## config.mk

```make
export PLATFORM = sky130hd
export DESIGN_NAME = wb_trace_fifo
export DESIGN_NICKNAME = d
export VERILOG_FILES = /design/src/rtl/wb_trace_fifo.sv
export SDC_FILE = /design/constraint.sdc
export NUM_CORES = 2
export LEC_CHECK = 0
export CORE_MARGIN = 2
export CORE_UTILIZATION = 45
export DETAILED_ROUTE_END_ITERATION = 8
export GPL_TIMING_DRIVEN = 0
export PLACE_DENSITY_LB_ADDON = 0.3
export SLEW_MARGIN = 30
export SYNTH_ARGS = -nofsm -noshare
export SYNTH_HDL_FRONTEND = slang
export SYNTH_SLANG_ARGS = --single-unit
```

## constraint.sdc

```tcl
create_clock -name clk -period 4.55 [get_ports clk]
set_input_delay 0.91 -clock clk [delete_from_list [all_inputs] [get_ports clk]]
set_output_delay 0.91 -clock clk [all_outputs]
set_load 0.05 [all_outputs]
```

## src/rtl/wb_trace_fifo.sv

```systemverilog
// wb_trace_fifo -- writeback trace capture buffer.
//
// Sits behind the core's debug writeback port. Every register-file write the
// core reports is stamped with a sequence number and pushed into a FIFO. A
// consumer drains the FIFO through a valid/ready handshake. The core cannot
// stall, so a write that arrives while the FIFO is full is dropped. A drop
// sets a sticky flag, bumps a saturating counter, and still uses up a
// sequence number. Gaps in tr_seq therefore show the consumer where events
// were lost.
//
// Optional feature (compile-time macro):
//   WB_TRACE_SKIP_R0_EN -- writes to r0 are not qualifying events. They are
//                          not stored, not counted, and use no sequence number.
//
// Parameters:
//   DEPTH  FIFO entries (power of two, >= 2)
//   SEQ_W  sequence-number and drop-counter width
//
// Ports:
//   clk, reset          single clock, synchronous active-high reset
//   trace_en            capture enable
//   debug_wb_pc/rf_wen/rf_wnum/rf_wdata   writeback event from the core
//   tr_ready            consumer accepts the head entry
//   clr                 clears overflow and drop_cnt
//   tr_valid            FIFO non-empty
//   tr_pc/wen/wnum/wdata/seq              head entry fields
//   tr_level            number of entries held
//   overflow            sticky: at least one event dropped
//   drop_cnt            saturating count of dropped events
module wb_trace_fifo #(
  parameter int DEPTH = 16,
  parameter int SEQ_W = 16
) (
  input  logic                       clk,
  input  logic                       reset,
  input  logic                       trace_en,
  input  logic [31:0]                debug_wb_pc,
  input  logic [3:0]                 debug_wb_rf_wen,
  input  logic [4:0]                 debug_wb_rf_wnum,
  input  logic [31:0]                debug_wb_rf_wdata,
  input  logic                       tr_ready,
  input  logic                       clr,
  output logic                       tr_valid,
  output logic [31:0]                tr_pc,
  output logic [3:0]                 tr_wen,
  output logic [4:0]                 tr_wnum,
  output logic [31:0]                tr_wdata,
  output logic [SEQ_W-1:0]           tr_seq,
  output logic [$clog2(DEPTH):0]     tr_level,
  output logic                       overflow,
  output logic [SEQ_W-1:0]           drop_cnt
);

  localparam int PTR_W = $clog2(DEPTH);
  localparam int LVL_W = PTR_W + 1;

  typedef struct packed {
    logic [31:0]      pc;
    logic [3:0]       wen;
    logic [4:0]       wnum;
    logic [31:0]      wdata;
    logic [SEQ_W-1:0] seq;
  } entry_t;

  entry_t           mem [DEPTH];
  logic [PTR_W-1:0] wr_ptr, rd_ptr;
  logic [LVL_W-1:0] level;
  logic [SEQ_W-1:0] seq_cnt;

  logic   qual, full, empty, pop, push, drop;
  entry_t wr_ent, head;

  // ---------------------------------------------------------------------------
  // Event qualification
  // ---------------------------------------------------------------------------
`ifdef WB_TRACE_SKIP_R0_EN
  assign qual = trace_en && (debug_wb_rf_wen != 4'h0) && (debug_wb_rf_wnum != 5'd0);
`else
  assign qual = trace_en && (debug_wb_rf_wen != 4'h0);
`endif

  assign full  = (level == LVL_W'(DEPTH));
  assign empty = (level == '0);
  assign pop   = !empty && tr_ready;
  // A same-cycle pop frees the slot, so a full FIFO still accepts the push.
  assign push  = qual && (!full || pop);
  assign drop  = qual && full && !pop;

  always_comb begin
    wr_ent       = '0;
    wr_ent.pc    = debug_wb_pc;
    wr_ent.wen   = debug_wb_rf_wen;
    wr_ent.wnum  = debug_wb_rf_wnum;
    wr_ent.wdata = debug_wb_rf_wdata;
    wr_ent.seq   = seq_cnt;
  end

  // ---------------------------------------------------------------------------
  // Storage. It is zeroed at reset so that the head outputs read 0 (not X)
  // while the FIFO is empty.
  // ---------------------------------------------------------------------------
  always_ff @(posedge clk) begin
    if (reset) begin
      for (int i = 0; i < DEPTH; i++) mem[i] <= '0;
    end else if (push) begin
      mem[wr_ptr] <= wr_ent;
    end
  end

  // ---------------------------------------------------------------------------
  // Pointers, level, sequence counter. The pointers are PTR_W bits wide and
  // wrap naturally because DEPTH is a power of two.
  // ---------------------------------------------------------------------------
  always_ff @(posedge clk) begin
    if (reset) begin
      wr_ptr  <= '0;
      rd_ptr  <= '0;
      level   <= '0;
      seq_cnt <= '0;
    end else begin
      if (push) wr_ptr <= wr_ptr + PTR_W'(1);
      if (pop)  rd_ptr <= rd_ptr + PTR_W'(1);
      case ({push, pop})
        2'b10:   level <= level + LVL_W'(1);
        2'b01:   level <= level - LVL_W'(1);
        default: level <= level;
      endcase
      // Stored and dropped events alike use up a sequence number.
      if (qual) seq_cnt <= seq_cnt + SEQ_W'(1);
    end
  end

  // ---------------------------------------------------------------------------
  // Overflow tracking. When a drop and clr land in the same cycle, the drop
  // wins: the counter restarts at 1 instead of 0.
  // ---------------------------------------------------------------------------
  always_ff @(posedge clk) begin
    if (reset) begin
      overflow <= 1'b0;
      drop_cnt <= '0;
    end else if (drop) begin
      overflow <= 1'b1;
      if (clr)
        drop_cnt <= SEQ_W'(1);
      else if (drop_cnt != '1)
        drop_cnt <= drop_cnt + SEQ_W'(1);
    end else if (clr) begin
      overflow <= 1'b0;
      drop_cnt <= '0;
    end
  end

  // ---------------------------------------------------------------------------
  // Head outputs, read straight from storage. There is no bypass path from
  // debug_wb_* to tr_*.
  // ---------------------------------------------------------------------------
  assign head     = mem[rd_ptr];
  assign tr_valid = !empty;
  assign tr_pc    = head.pc;
  assign tr_wen   = head.wen;
  assign tr_wnum  = head.wnum;
  assign tr_wdata = head.wdata;
  assign tr_seq   = head.seq;
  assign tr_level = level;

endmodule

```

==> results.sh <==
export IMPL_status="complete, no violations"
export IMPL_grt_pass1_vias=37100
export IMPL_yosysTopAreaCell="edfxtp_1"
export IMPL_drv_slew=0
export IMPL_grt_overflow_total=0
export IMPL_postLayoutSetupSlackWorst_ps=64.8
export IMPL_place_ws_ps=-855
export IMPL_crit_end="tr_pc[28]"
export IMPL_grt_max_degree=36
export IMPL_ys_flop_type="edfxtp_1"
export IMPL_cp_slowest_cell="dlygate4sd2_1"
export IMPL_cts_tree="yes"
export IMPL_r2r_start="tr_level[4]"
export IMPL_power_density_nw_per_um2=457
export IMPL_syn_area_um2=65800
export IMPL_period_share_pct=98.6
export IMPL_cts_buffers=158
export IMPL_clock_skew_ps=23.7
export IMPL_grt_usage_pct=23.6
export IMPL_synthDistinctLibCells=51
export IMPL_fin_crit_ps=4490
export IMPL_p_leak_nw=27.1
export IMPL_core_um2=145000
export IMPL_syn2layout_area_growth_pct=16.0
export IMPL_ir_worst_vdd_mv=0.379
export IMPL_drc_errors=0
export IMPL_rsz0062_at_grt="false"
export IMPL_worstSkewPairLatency_ps=780
export IMPL_max_stage_delay_ps=570
export IMPL_drt_pre_antenna_iters=5
export IMPL_path_clk_slew_ps=60
export IMPL_ys_seq_elements=1474
export IMPL_layout_drive_gt1_share_pct=19.7
export IMPL_end_kind="output pin"
export IMPL_ff2ff_path_depth=7
export IMPL_worstHoldPathType="reg -> reg"
export IMPL_ys_warn_count=0
export IMPL_max_freq_ghz=0.223
export IMPL_path_max_fanout=10
export IMPL_clkSinkCount=1474
export IMPL_synth_top_area_share_pct=65.0
export IMPL_synth_edf_count=1424
export IMPL_numPortBuffers=188
export IMPL_finalNetCount=4437
export IMPL_hold_violations=0
export IMPL_clockBufferDepth=3
export IMPL_die_area_um2=149000
export IMPL_maxCapViolations=0
export IMPL_synth_async_reset_ratio_pct=0
export IMPL_worst_setup_path_type="reg -> out"
export IMPL_grt_pass1_wl_um=255000
export IMPL_synthCells=3948
export IMPL_synth_area_top_cells="edfxtp_1, mux4_2, and2_1"
export IMPL_dp_hpwl_um=120000
export IMPL_tightest_slew_ps=1060
export IMPL_cp_start_kind="register"
export IMPL_row_count=140
export IMPL_drtIter0Drc=3945
export IMPL_crit_top_cell="clkbuf_2"
export IMPL_start_util_pct=45.3
export IMPL_synthesis_nets=4037
export IMPL_num_vias=36000
export IMPL_avgSynthCellArea_um2=16.7
export IMPL_gp_congestion=0.792
export IMPL_crit_chain="buf_2, clkbuf_2, clkbuf_2, mux4_2, dlygate4sd2_1"
export IMPL_critical_path_required_ps=3640
export IMPL_htree_levels=4
export IMPL_r2r_end="mem[5][28]"
export IMPL_r2r_setup_slack_ps=780
export IMPL_slew_headroom_pct=29.3
export IMPL_hold_ws_ps=495
export IMPL_totalWireLength_um=175000
export IMPL_pin_count=190
export IMPL_cts_root_buf="clkbuf_16"
export IMPL_critical_path_arrival_ps=3580
export IMPL_power_mw=34.9
export IMPL_wl_per_cell_um=27.4
export IMPL_via_per_inst=5.63
export IMPL_die_y_um=386
export IMPL_antenna_found_initial=24
export IMPL_synth_seq_area_share_pct=66.5
export IMPL_die_width_um=386
export IMPL_setup_viol=0
export IMPL_drtAntennaViolNets=0
export IMPL_tns_ps=0
export IMPL_cts_setup_buffers=0
## worst min path at each step
stage                       startpoint            to  slack, ps  depth (start not counted)
after global routing      drop_cnt[14]  drop_cnt[14]        520                          2
after CTS                     overflow      overflow        500                          2
after floorplan              rd_ptr[1]      register        470                          2
after detailed placement      overflow      overflow        490                          2
final                        rd_ptr[1]      register        490                          2
after global placement        overflow      overflow        480                          2
## kinds of logic (layout without fill, tap and decap cells)
group                      count (synthesis)  after routing  share of synthesized area [%]
and+or+nand+nor                         1574           1575                           14.9
DFF                                     1474           1474                           66.5
muxes                                    449            449                           15.3
buffers and inverters                    371            900                           2.33
xor gates and xnor gates                  35             35                          0.466
AOI/OAI and AO/OA                         34             34                          0.380
adders and majority gates                 11             11                          0.220
other                                      0             10                              0
## cell type report
type	count	area (um2)
antenna	10	25.0
buffer	359	1710
clock buffer	211	4270
clock inverter	79	721
fill	11700	69000
inverter	9	33.8
multi-input combinational	2104	20600
sequential	1474	43800
tap	1917	2400
timing repair buffer	242	2800
## worst max-delay path, delay by kind of cell, from the launching register on
kind	cells	cell delay (ps)
mux	1	420
flops	1	300
buf+inv	4	2060
## routing by layer
layer / track usage, % / share of wire (%) / vias to the layer above
met5: 0 / 0.051 / -
met1: 32.8 / 40 / 18700
li1: - / - / 15500
met4: 7.45 / 2.9 / 14
met2: 37.3 / 48 / 1566
met3: 5.13 / 9.0 / 269
## cell usage after synthesis (2+ instances only)
library cell / n
nor3_1: 20
buf_4: 8
a21oi_1: 7
clkbuf_2: 8
or2_2: 17
buf_6: 5
nor3b_1: 3
nor2_1: 40
xnor2_1: 18
ha_1: 10
xor2_1: 17
nand2b_1: 7
nor2_2: 4
nor2b_1: 4
and2_1: 1410
o21ai_0: 13
nand4_1: 16
o21a_1: 2
nand3_1: 9
nor4_1: 7
or3_1: 2
nand3b_4: 2
buf_2: 50
mux4_2: 445
nand2_1: 19
dfxtp_1: 50
buf_1: 4
edfxtp_1: 1424
mux2i_1: 4
nor3_4: 3
a211oi_1: 4
nor2_4: 4
clkbuf_1: 287
inv_1: 8
## where the power goes
part           switching (mW)  internal, mW
logic                    4.03          2.72
clock network            5.33          7.18
registers               0.198          15.5
total                    9.56          25.4
## metrics by stage
step / util (%) / std cells / area (um2)
3_5_place_dp: 49.0 / 6107 / 71200
4_1_cts: 52.5 / 6396 / 76300
6_report: 52.5 / 6405 / 76400
5_1_grt: 52.5 / 6396 / 76300
2_1_floorplan: - / 3948 / 65800
3_3_place_gp: 48.2 / 6053 / 70100
## flip-flops by register name, indices dropped and copies added (netlist names), named ones only
| register | cells |
|---|---|
| drop_cnt | 16 |
| rd_ptr | 4 |
| overflow | 1 |
| tr_level | 5 |
| seq_cnt | 16 |
| wr_ptr | 4 |
| mem | 1424 |
## cells in the final DEF (no fill, tap or decap), types with 16 or more instances in the layout
cell type / synthesis / layout
nand2_1: 19 / 19
edfxtp_1: 1424 / 1424
dfxtp_1: 50 / 48
or2_4: 0 / 16
dlygate4sd2_1: 0 / 87
xor2_1: 17 / 17
nor2_1: 40 / 36
buf_4: 8 / 42
xnor2_1: 18 / 18
mux4_2: 445 / 445
nor3_1: 20 / 20
nand4_1: 16 / 16
clkinv_2: 0 / 18
clkdlybuf4s50_1: 0 / 99
and2_1: 1410 / 1410
clkbuf_1: 287 / 280
clkbuf_16: 0 / 162
buf_2: 50 / 21
buf_12: 0 / 36
clkbuf_2: 8 / 44
clkinv_1: 1 / 36
## repair_timing
item,4_1_cts,5_1_grt
pin swaps,1,0
resized for setup,181,12
gates cloned,1,0
setup endpoints to repair,119,50
hold buffers,0,0
Note: power is estimated with default switching activity, not from simulation.
